## config.mk

```make
export PLATFORM = sky130hd
export DESIGN_NAME = bcd_updown_counter_n
export DESIGN_NICKNAME = d
export VERILOG_FILES = /design/src/rtl/bcd_updown_counter_n.sv
export SDC_FILE = /design/constraint.sdc
export NUM_CORES = 1
export LEC_CHECK = 0
export ABC_AREA = 0
export CORE_MARGIN = 1
export CORE_UTILIZATION = 48
export DETAILED_ROUTE_END_ITERATION = 12
export PLACE_DENSITY = 0.75
export SLEW_MARGIN = 30
export SYNTH_ARGS = -nofsm -noshare
export SYNTH_HDL_FRONTEND = slang
export SYNTH_SLANG_ARGS = --single-unit
```

## constraint.sdc

```tcl
create_clock -name clk -period 2.5 [get_ports clk]
set_input_delay 0.5 -clock clk [delete_from_list [all_inputs] [get_ports clk]]
set_output_delay 0.5 -clock clk [all_outputs]
set_load 0.1 [all_outputs]
```

## src/rtl/bcd_updown_counter_n.sv

```systemverilog
// N-digit BCD up/down counter with synchronous load, enable, and wrap or saturate
// at the limits. Provides a registered terminal-count pulse and a zero flag.
module bcd_updown_counter_n #(
  parameter int DIGITS = 2,
  parameter int WRAP   = 1
) (
  input  logic                  clk,
  input  logic                  rst,
  input  logic                  en,
  input  logic                  cuenta,
  input  logic                  load,
  input  logic [4*DIGITS-1:0]   load_val,
  output logic [4*DIGITS-1:0]   bcd,
  output logic                  tc,
  output logic                  is_zero
);

  logic [4*DIGITS-1:0] bcd_q, bcd_d;
  logic                tc_q, tc_d;
  logic                zero_q, zero_d;
  logic                allNine, allZero;

  always_comb begin
    allNine = 1'b1;
    allZero = 1'b1;
    for (int k = 0; k < DIGITS; k++) begin
      if (bcd_q[4*k +: 4] != 4'd9) allNine = 1'b0;
      if (bcd_q[4*k +: 4] != 4'd0) allZero = 1'b0;
    end
  end

  // Next-state: load clamps each digit to 9; counting ripples carry/borrow
  // through the digit chain within one cycle.
  always_comb begin
    logic carry;
    bcd_d  = bcd_q;
    tc_d   = 1'b0;
    carry  = 1'b1;
    if (load) begin
      for (int k = 0; k < DIGITS; k++) begin
        if (load_val[4*k +: 4] > 4'd9) bcd_d[4*k +: 4] = 4'd9;
        else                           bcd_d[4*k +: 4] = load_val[4*k +: 4];
      end
    end else if (en) begin
      if (cuenta) begin
        if (allNine) begin
          tc_d = 1'b1;
          if (WRAP != 0) bcd_d = '0;
        end else begin
          for (int k = 0; k < DIGITS; k++) begin
            if (carry) begin
              if (bcd_q[4*k +: 4] == 4'd9) begin
                bcd_d[4*k +: 4] = 4'd0;
              end else begin
                bcd_d[4*k +: 4] = bcd_q[4*k +: 4] + 4'd1;
                carry = 1'b0;
              end
            end
          end
        end
      end else begin
        if (allZero) begin
          tc_d = 1'b1;
          if (WRAP != 0) bcd_d = {DIGITS{4'd9}};
        end else begin
          for (int k = 0; k < DIGITS; k++) begin
            if (carry) begin
              if (bcd_q[4*k +: 4] == 4'd0) begin
                bcd_d[4*k +: 4] = 4'd9;
              end else begin
                bcd_d[4*k +: 4] = bcd_q[4*k +: 4] - 4'd1;
                carry = 1'b0;
              end
            end
          end
        end
      end
    end
    zero_d = (bcd_d == '0);
  end

  always_ff @(posedge clk or posedge rst) begin
    if (rst) begin
      bcd_q  <= '0;
      tc_q   <= 1'b0;
      zero_q <= 1'b1;
    end else begin
      bcd_q  <= bcd_d;
      tc_q   <= tc_d;
      zero_q <= zero_d;
    end
  end

  assign bcd     = bcd_q;
  assign tc      = tc_q;
  assign is_zero = zero_q;

endmodule
```

==> impl_metrics.env <==
export IMPL_ys_types=40
export IMPL_powerDensity_nw_per_um2=562
export IMPL_core_area_sq_um=1760
export IMPL_grt_use_met1_pct=35.8
export IMPL_finalWorstSetupSlack_ps=171
export IMPL_crit_fanout=7
export IMPL_cts_buffers=3
export IMPL_min_path_type="input pin to asynchronous set/reset pin"
export IMPL_ant_nets=0
export IMPL_max_cap_violations=0
export IMPL_synth_seq_cells=10
export IMPL_final_cell_mix="17 x buf_4, 12 x clkdlybuf4s50_1, 10 x inv_1, 10 x a21oi_1"
export IMPL_holdWs_ps=495
export IMPL_critPathCaptureType="flop"
export IMPL_critical_path_class="flop to flop"
export IMPL_die_area_sq_um=2110
export IMPL_synth_fp_nets=139
export IMPL_remaining_drc_errors=0
export IMPL_cp_arrival_ps=2520
export IMPL_required_ps=2690
export IMPL_synthMuxAreaShare_pct=0
export IMPL_hold_buffers=0
export IMPL_drt_wl_total_mm=2.44
export IMPL_path_clk_slew_ps=70
export IMPL_cts_root_buf="clkbuf_4"
export IMPL_use_met2_pct=42.0
export IMPL_initial_core_util_pct=52.4
export IMPL_routed_via_density=6.06
export IMPL_first_pass_iters=4
export IMPL_cts_htree_levels=1
export IMPL_clock_skew_ps=14.3
export IMPL_ir_worst_vdd_uv=337
export IMPL_fin_crit_sh_pct=93.2
export IMPL_wire_per_inst_um=14.3
export IMPL_num_antenna_cells=0
export IMPL_drt_initial_drc_count=40
export IMPL_num_vias=1036
export IMPL_slew_headroom_pct=62.5
export IMPL_synth_xor_area_share_pct=0
export IMPL_clk_latency_ps=260
export IMPL_drv_slew=0
export IMPL_p_leak_nw=0.527
export IMPL_ys_warn_count=0
export IMPL_clock_fmax_mhz=429
export IMPL_cts_sinks=10
export IMPL_setup_viol=0
export IMPL_fillerInstances=162
export IMPL_hold_viol_final=0
export IMPL_worstSetupStartpointType="flop"
export IMPL_ys_seq_area_share_pct=27.2
export IMPL_syn_area_per_cell_sq_um=7.77
export IMPL_fin_crit_ps=2330
export IMPL_busiest_layer="met2"
export IMPL_hpwl_mm=1.86
export IMPL_overflow=0
export IMPL_track_usage_pct=26.2
export IMPL_area_delta_synth_final_pct=31.5
export IMPL_grt_use_met3_pct=1.19
export IMPL_layout_nets=167
export IMPL_status="complete, no violations"
export IMPL_synth_compound_area_share_pct=28.6
export IMPL_synth_top_family_by_area="compound AO/OA/AOI/OAI gates"
export IMPL_synth_fa_ha_area_share_pct=9.47
export IMPL_row_count=15
export IMPL_fp_dieW_um=45.9
export IMPL_synthCells=119
export IMPL_cts_setup_buffers=0
export IMPL_drive_above_1_share_pct=18.5
export IMPL_grt_pass1_wl_mm=3.97
export IMPL_rsz0062_at_grt="false"
export IMPL_yosys_area_share_simple_pct=28.1
export IMPL_ctsLongestPathBuffers=2
export IMPL_fp_dieH_um=45.9
export IMPL_io_buffer_count=22
export IMPL_post_place_ws_ps=-0.489
export IMPL_grt_pass1_vias=951
export IMPL_synth_area_sq_um=925
export IMPL_cts_tree="yes"
export IMPL_io_pins=23
export IMPL_final_common_cell="buf_4"
export IMPL_grt_max_degree=15
export IMPL_tightest_slew_ps=555
export IMPL_antenna_found_initial=0
export IMPL_place_congestion=0.969
[power by group]
group | switching (mW) | leakage [nW] | internal, mW
Sequential | 0.0295 | 0.116 | 0.180
Combinational | 0.246 | 0.395 | 0.117
Clock | 0.0498 | 0.0150 | 0.0613
[metal layers]
metal | vias to the layer above | routed length, um
li1 | 494 | -
met1 | 489 | 1110
met2 | 51 | 1160
met3 | 2 | 158
met4 | 0 | 18
met5 | - | 0
[sequential cells by signal, indices dropped and copies added, names as in the netlist]
register and cells:
tc 1, bcd 8, is_zero 1
[final timing paths]
check	endpoint	cells after the start	slack (ps)	from
min in group clk	tc	2	650	bcd[7]
max in group asynchronous	is_zero	2	1690	rst
worst min-delay path	bcd[2]	2	490	rst
worst max register to register	is_zero	8	170	bcd[1]
worst min register to register	tc	2	650	bcd[7]
worst max-delay path	is_zero	8	170	bcd[1]
[cells in the mapped netlist, drive strengths merged]
master | instances | area share (%)
buf | 1 | 0.54
nand2b | 3 | 2.0
nor2 | 8 | 3.2
a221o | 1 | 1.1
o21ba | 1 | 1.1
o31a | 1 | 0.95
o21ai | 9 | 4.9
a211o | 1 | 0.95
o311ai | 1 | 0.95
nand4b | 1 | 0.95
a21oi | 10 | 5.4
a211oi | 1 | 0.81
o211ai | 3 | 2.4
a311o | 1 | 1.1
o21a | 2 | 1.6
nor3 | 8 | 4.3
nor3b | 2 | 1.6
dfrtp | 9 | 24
nand3b | 2 | 1.6
nand3 | 3 | 1.6
ha | 7 | 9.5
clkbuf | 5 | 2.0
and4b | 1 | 1.1
and2 | 1 | 0.68
o2111ai | 1 | 0.95
nand2 | 7 | 2.8
and4bb | 1 | 1.4
nor4b | 1 | 0.95
nor4 | 1 | 0.68
o211a | 1 | 1.1
a32oi | 1 | 0.95
dfstp | 1 | 2.8
o22ai | 1 | 0.68
a31oi | 4 | 2.7
o2bb2ai | 1 | 0.95
or4b | 1 | 1.1
nand4 | 1 | 0.68
nor2b | 5 | 3.4
inv | 10 | 4.1
[layout make-up]
| type | instances | area, sq um | share of cell area (%) |
|---|---|---|---|
| Multi-Input combinational cell | 93 | 618 | 50.8 |
| Sequential cell | 10 | 255 | 21.0 |
| Timing Repair Buffer | 29 | 248 | 20.4 |
| Inverter | 10 | 37.5 | 3.09 |
| Tap cell | 25 | 31.3 | 2.57 |
| Clock buffer | 4 | 26.3 | 2.16 |
[metrics by stage]
| step | power, mW | setup TNS (ps) | area [sq um] | utilization [%] | cells |
|---|---|---|---|---|---|
| 2_1_floorplan | 0.466 | 0 | 928 | - | 119 |
| 3_3_place_gp | 0.562 | 0 | 1180 | 67.1 | 167 |
| 3_5_place_dp | 0.568 | -0.489 | 1180 | 67.1 | 167 |
| 4_1_cts | 0.679 | 0 | 1210 | 68.6 | 171 |
| 5_1_grt | 0.722 | 0 | 1220 | 68.9 | 171 |
| 6_report | 0.684 | 0 | 1220 | 68.9 | 171 |
[timing repair]
item,4_1_cts,5_1_grt
setup endpoints to repair,0,1
gates resized for setup,0,2
hold endpoints to repair,0,0
[logic make-up after synthesis]
family / after synthesis
simple gates: 46
flops: 10
fa+ha+maj: 7
buf+inv: 16
compound gates: 40
[worst max-delay path, stage by stage (launching register included)]
cell and delay, ps:
dfrtp_2 450, inv_1 140, ha_2 230, or4b_4 520, o21ai_1 150, a21oi_1 80, o31a_1 250, nor3_1 200
and4bb_1 220
No activity file was read; power rests on OpenSTA's default activity.
